[src/rtl/apb_pkg.sv]
// Types and bus widths shared by the APB side of the AHB-to-APB bridge
// and its completers.
package apb_pkg;
    localparam int APB_ADDR_W = 32;
    localparam int APB_DATA_W = 32;

    typedef enum logic {
        APB_IDLE   = 1'b0,
        APB_ACCESS = 1'b1
    } apb_state_t;
endpackage

[src/rtl/apb_addr_decode.sv]
// Combinational address decode for the APB register file.
// Turns a byte address into a register index plus the error/read-only flags.
module apb_addr_decode #(
    parameter int                ADDR_W    = 32,
    parameter int                NUM_REGS  = 16,
    parameter logic [ADDR_W-1:0] BASE_ADDR = 32'h0000_0000,
    localparam int               IDX_W     = $clog2(NUM_REGS)
) (
    input  logic [ADDR_W-1:0] paddr_i,
    output logic [IDX_W-1:0]  idx_o,
    output logic              err_misalign_o,
    output logic              err_range_o,
    output logic              is_ro_o
);
    logic [ADDR_W-1:0] offset_s;

    // Addresses below the base wrap to a huge offset and fall out of range.
    always_comb begin
        offset_s       = paddr_i - BASE_ADDR;
        idx_o          = offset_s[IDX_W+1:2];
        err_misalign_o = (paddr_i[1:0] != 2'b00);
        err_range_o    = |(offset_s >> (IDX_W + 2));
        is_ro_o        = (idx_o == {IDX_W{1'b0}});
    end
endmodule

[src/rtl/apb_regfile_slave.sv]
// APB completer with a word-addressed register file, programmable wait
// states and pslverr on misaligned, out-of-range or read-only accesses.
module apb_regfile_slave
    import apb_pkg::*;
#(
    parameter int                ADDR_W      = APB_ADDR_W,
    parameter int                DATA_W      = APB_DATA_W,
    parameter int                NUM_REGS    = 16,
    parameter logic [ADDR_W-1:0] BASE_ADDR   = 32'h0000_0000,
    parameter int                WAIT_STATES = 1,
    parameter logic [DATA_W-1:0] ID_VALUE    = 32'hA2B0_0001
) (
    input  logic              hclk,
    input  logic              hreset,
    input  logic              psel,
    input  logic              penable,
    input  logic              pwrite,
    input  logic [ADDR_W-1:0] paddr,
    input  logic [DATA_W-1:0] pwdata,
    output logic [DATA_W-1:0] prdata,
    output logic              pready,
    output logic              pslverr
);
    localparam int         IDX_W     = $clog2(NUM_REGS);
    localparam logic [3:0] WAIT_INIT = 4'(WAIT_STATES);

    apb_state_t        state_q, state_d;
    logic [3:0]        cnt_q, cnt_d;
    logic              write_q, write_d;
    logic              err_q, err_d;
    logic [IDX_W-1:0]  idx_q, idx_d;
    logic [DATA_W-1:0] regs_q [NUM_REGS];

    logic [IDX_W-1:0]  dec_idx_s;
    logic              dec_misalign_s;
    logic              dec_range_s;
    logic              dec_ro_s;
    logic              we_s;
    logic [DATA_W-1:0] rdata_s;

    apb_addr_decode #(
        .ADDR_W    (ADDR_W),
        .NUM_REGS  (NUM_REGS),
        .BASE_ADDR (BASE_ADDR)
    ) u_decode (
        .paddr_i        (paddr),
        .idx_o          (dec_idx_s),
        .err_misalign_o (dec_misalign_s),
        .err_range_o    (dec_range_s),
        .is_ro_o        (dec_ro_s)
    );

    // Control state register: FSM, wait counter and setup-phase captures.
    always_ff @(posedge hclk) begin
        if (hreset) begin
            state_q <= APB_IDLE;
            cnt_q   <= 4'd0;
            write_q <= 1'b0;
            err_q   <= 1'b0;
            idx_q   <= {IDX_W{1'b0}};
        end else begin
            state_q <= state_d;
            cnt_q   <= cnt_d;
            write_q <= write_d;
            err_q   <= err_d;
            idx_q   <= idx_d;
        end
    end

    // Next-state logic; a write commits only on the completing edge.
    always_comb begin
        state_d = state_q;
        cnt_d   = cnt_q;
        write_d = write_q;
        err_d   = err_q;
        idx_d   = idx_q;
        we_s    = 1'b0;
        case (state_q)
            APB_IDLE: begin
                if (psel && !penable) begin
                    state_d = APB_ACCESS;
                    cnt_d   = WAIT_INIT;
                    write_d = pwrite;
                    idx_d   = dec_idx_s;
                    err_d   = dec_misalign_s | dec_range_s | (pwrite & dec_ro_s);
                end else begin
                    state_d = APB_IDLE;
                end
            end
            APB_ACCESS: begin
                if (!psel) begin
                    state_d = APB_IDLE;
                end else if (cnt_q != 4'd0) begin
                    cnt_d = cnt_q - 4'd1;
                end else if (penable) begin
                    state_d = APB_IDLE;
                    we_s    = write_q & ~err_q;
                end else begin
                    state_d = APB_ACCESS;
                end
            end
            default: begin
                state_d = APB_IDLE;
            end
        endcase
    end

    // Register array; entry 0 is never written and reads return ID_VALUE.
    always_ff @(posedge hclk) begin
        if (hreset) begin
            for (int i = 0; i < NUM_REGS; i++) begin
                regs_q[i] <= {DATA_W{1'b0}};
            end
        end else if (we_s) begin
            regs_q[idx_q] <= pwdata;
        end
    end

    // Response outputs, forced quiet while reset is held.
    always_comb begin
        rdata_s = (idx_q == {IDX_W{1'b0}}) ? ID_VALUE : regs_q[idx_q];
        pready  = (state_q == APB_ACCESS) && (cnt_q == 4'd0) && !hreset;
        pslverr = pready & err_q;
        if (pready && !write_q && !err_q) begin
            prdata = rdata_s;
        end else begin
            prdata = {DATA_W{1'b0}};
        end
    end
endmodule

[config.mk]
export PLATFORM = sky130hd
export DESIGN_NAME = apb_regfile_slave
export DESIGN_NICKNAME = d
export VERILOG_FILES = /design/src/rtl/apb_pkg.sv /design/src/rtl/apb_addr_decode.sv /design/src/rtl/apb_regfile_slave.sv
export SDC_FILE = /design/constraint.sdc
export NUM_CORES = 1
export LEC_CHECK = 0
export ABC_AREA = 1
export ABC_CLOCK_PERIOD_IN_PS = 3000
export CAP_MARGIN = 15
export CORE_MARGIN = 5
export CORE_UTILIZATION = 61
export CTS_CLUSTER_DIAMETER = 100
export DETAILED_ROUTE_END_ITERATION = 7
export HOLD_SLACK_MARGIN = 0.08
export PLACE_DENSITY = 0.8
export SETUP_SLACK_MARGIN = 0.05
export SLEW_MARGIN = 20
export SYNTH_ARGS = -nofsm -noshare
export SYNTH_HDL_FRONTEND = slang
export SYNTH_SLANG_ARGS = --single-unit
[constraint.sdc]
create_clock -name hclk -period 3 [get_ports hclk]
set_clock_uncertainty 0.1 [all_clocks]
set_input_delay 0.6 -clock hclk [delete_from_list [all_inputs] [get_ports hclk]]
set_output_delay 0.6 -clock hclk [all_outputs]
set_load 0.02 [all_outputs]
==> qor.yml <==
synth_cell_types: 27
syn_nets: 2566
coreArea_um2: 39500
overflow: 0
nFillCells: 2487
synth_cells: 2496
first_global_vias: 19600
fmax_mhz: 323
violations: "setup timing"
dr.pass1.iters: 6
wl_per_cell_um: 23.8
ios: 103
synth_warnings: 0
worstSetupStartpointType: "flop"
fin_nets: 2676
dieHeight_um: 209
post-synth-top-area-cell: "edfxtp_1"
rows: 73
setup_viol: 22
seq_area_um2: 15700
avgSynthCellArea_um2: 9.70
cp_data_arrival_time_ns: 2.40
initial_utilization_pct: 61.2
outcome: "finished with violations"
clockRootBuffer: "clkbuf_16"
path_class: "reg2out"
hp-start: "cnt_q[0]"
die_w_um: 209
r2r_cells: 8
drive_gt1_share_pct: 14.4
h-tree-depth: 2
viasPerCell: 6.21
wl_um: 75600
critPathMaxFanout: 7
synth_common_cells: "nor2_1 (872), edfxtp_1 (512), nand2_1 (305)"
cts_made_buffers: 52
max_slew_margin_pct: 51.7
synth_seq_cells: 527
p_leak_nw: 11.7
grt_setup_unrepaired: "true"
drv_slew: 0
maxCapViolCount: 0
yosysSeqAreaShare_pct: 64.7
grt_max_degree: 48
gp_congestion: 0.905
synth-edff-count: 512
ys_async_sr_fraction_pct: 0
r2r_slack_ns: 0.69
synthFlopType: "edfxtp_1"
syn2layout_area_growth_pct: 20.7
track_usage_pct: 33.1
path_clk_slew_ns: 0.06
synth.top_cells.by_area: "edfxtp_1 (63%), nor2_1 (14%), nand2_1 (4.7%), o21ai_0 (3.9%), nand3_1 (3.5%)"
required_ns: 2.30
drc_errors: 0
synth_top_cell_area_share_pct: 63.5
tightest_slew_ns: 0.723
cts_tree: "built"
min_period_ns: 3.10
dp_slack_ns: -0.395
grt_first_pass_wirelength_um: 111000
pwr_density_cell_nw_per_um2: 574
hold_path_class: "reg2reg"
setup_ws_ns: -0.0959
netlist_area_um2: 24200
die-area_um2: 43800
drt-initial-drc-count: 3242
finalCritPeriodShare_pct: 103
io_buffers: 102
ir_worst_vdd_uv: 562
setup.worst_path.end_class: "output port"
hold_viol: 0
dp_hpwl_um: 41200
antenna_found_initial: 0
whs_path_depth: 2
ant_nets: 0
cts_sinks: 527
r2r-start: "cnt_q[0]"
synth.most_common_cell: "nor2_1"
diodes: 0
vias: 19700
clk_latency_ns: 0.58
clock_path_buffers: 3
final_util_pct: 73.9
multi_input_area_um2: 7440
[worst paths after layout]
kind / endpoint
hold reg to reg: cnt_q[0]
setup / recovery: prdata[1]
hold / removal: cnt_q[0]
setup reg to reg: regs_q[7][4]
[stage by stage]
| step | hold WS [ns] | total power [mW] | instances | TNS, ns | cell area (µm²) |
|---|---|---|---|---|---|
| after floorplan | 0.344 | 9.40 | 2496 | 0 | 24200 |
| after global placement | 0.360 | 10.1 | 3036 | -8.11 | 26300 |
| after detailed placement | 0.372 | 10.2 | 3036 | -8.73 | 26300 |
| after CTS | 0.396 | 16.5 | 3157 | -0.118 | 28500 |
| after global routing | 0.451 | 17.2 | 3175 | -3.29 | 29200 |
| final | 0.422 | 16.8 | 3175 | -0.973 | 29200 |
[state kept, by name (all words and copies together), names as in the netlist, named ones only]
signal / count
cnt_q: 4
err_q: 1
idx_q: 4
regs_q: 512
state_q: 1
write_q: 1
[area by class of cell]
class / instances / share of cell area [%]
inverter: 142 / 1.90
timing repair inverter: 2 / 0.0856
sequential: 527 / 53.7
timing repair buffer: 241 / 11.1
multi-input combinational: 1640 / 25.4
clock buffer: 72 / 4.78
tap: 525 / 2.25
clock inverter: 26 / 0.788
[where the power goes]
part / switching, mW / internal (mW)
registers: 0.0896 / 8.30
logic: 1.29 / 0.729
clock network: 2.77 / 3.60
total: 4.16 / 12.6
[logic make-up (layout without fill, tap and decap cells)]
| group | after synthesis | in the layout | synth area share [%] |
|---|---|---|---|
| AOI/OAI and AO/OA | 273 | 273 | 6.03 |
| DFF | 527 | 527 | 64.7 |
| adders and majority gates | 1 | 1 | 0.0516 |
| buffers and inverters | 329 | 483 | 6.89 |
| and+or+nand+nor | 1366 | 1366 | 22.3 |
[layer usage]
metal,up-vias,track usage [%],share of wire (%)
li1,8495,-,-
met1,9285,42.5,33
met2,1676,52.6,47
met3,275,8.49,15
met4,0,16.7,5.0
met5,-,0,0
[placed cells by master, fill, tap and decap left out, types with 9 or more instances in the layout]
cell type        instances
clkdlybuf4s50_1         68
buf_12                  54
clkbuf_16               62
dfxtp_1                  9
buf_4                   68
nand3_2                 49
nand2_1                280
edfxtp_1               512
a21oi_1                 12
o211ai_1                37
buf_16                  16
a21oi_2                 21
clkinv_1                11
inv_1                  135
clkbuf_1                19
o21ai_1                 38
nand3_1                116
nor2_1                 858
o21ai_0                161
nand2_2                 24
buf_6                   19
[timing repair]
item,4_1_cts,5_1_grt
hold buffers,0,0
pin swaps,16,46
setup buffers,12,9
endpoints found under the hold margin,0,0
endpoints found under the setup margin,32,33
cloned,11,9
gates resized for setup,234,131
[critical path, cell delays in order, from the launching register on]
cell     delay (ns)
dfxtp_4        0.44
buf_8          0.17
buf_12         0.11
buf_16         0.11
buf_4          0.12
nor2_1         0.04
nor2_1         0.09
o21ai_0        0.12
o21ai_1        0.11
nand2_1        0.11
nand3_1        0.08
nand2_1        0.05
nor2_1         0.09
buf_4          0.15
Note: power is estimated with default switching activity, not from simulation.
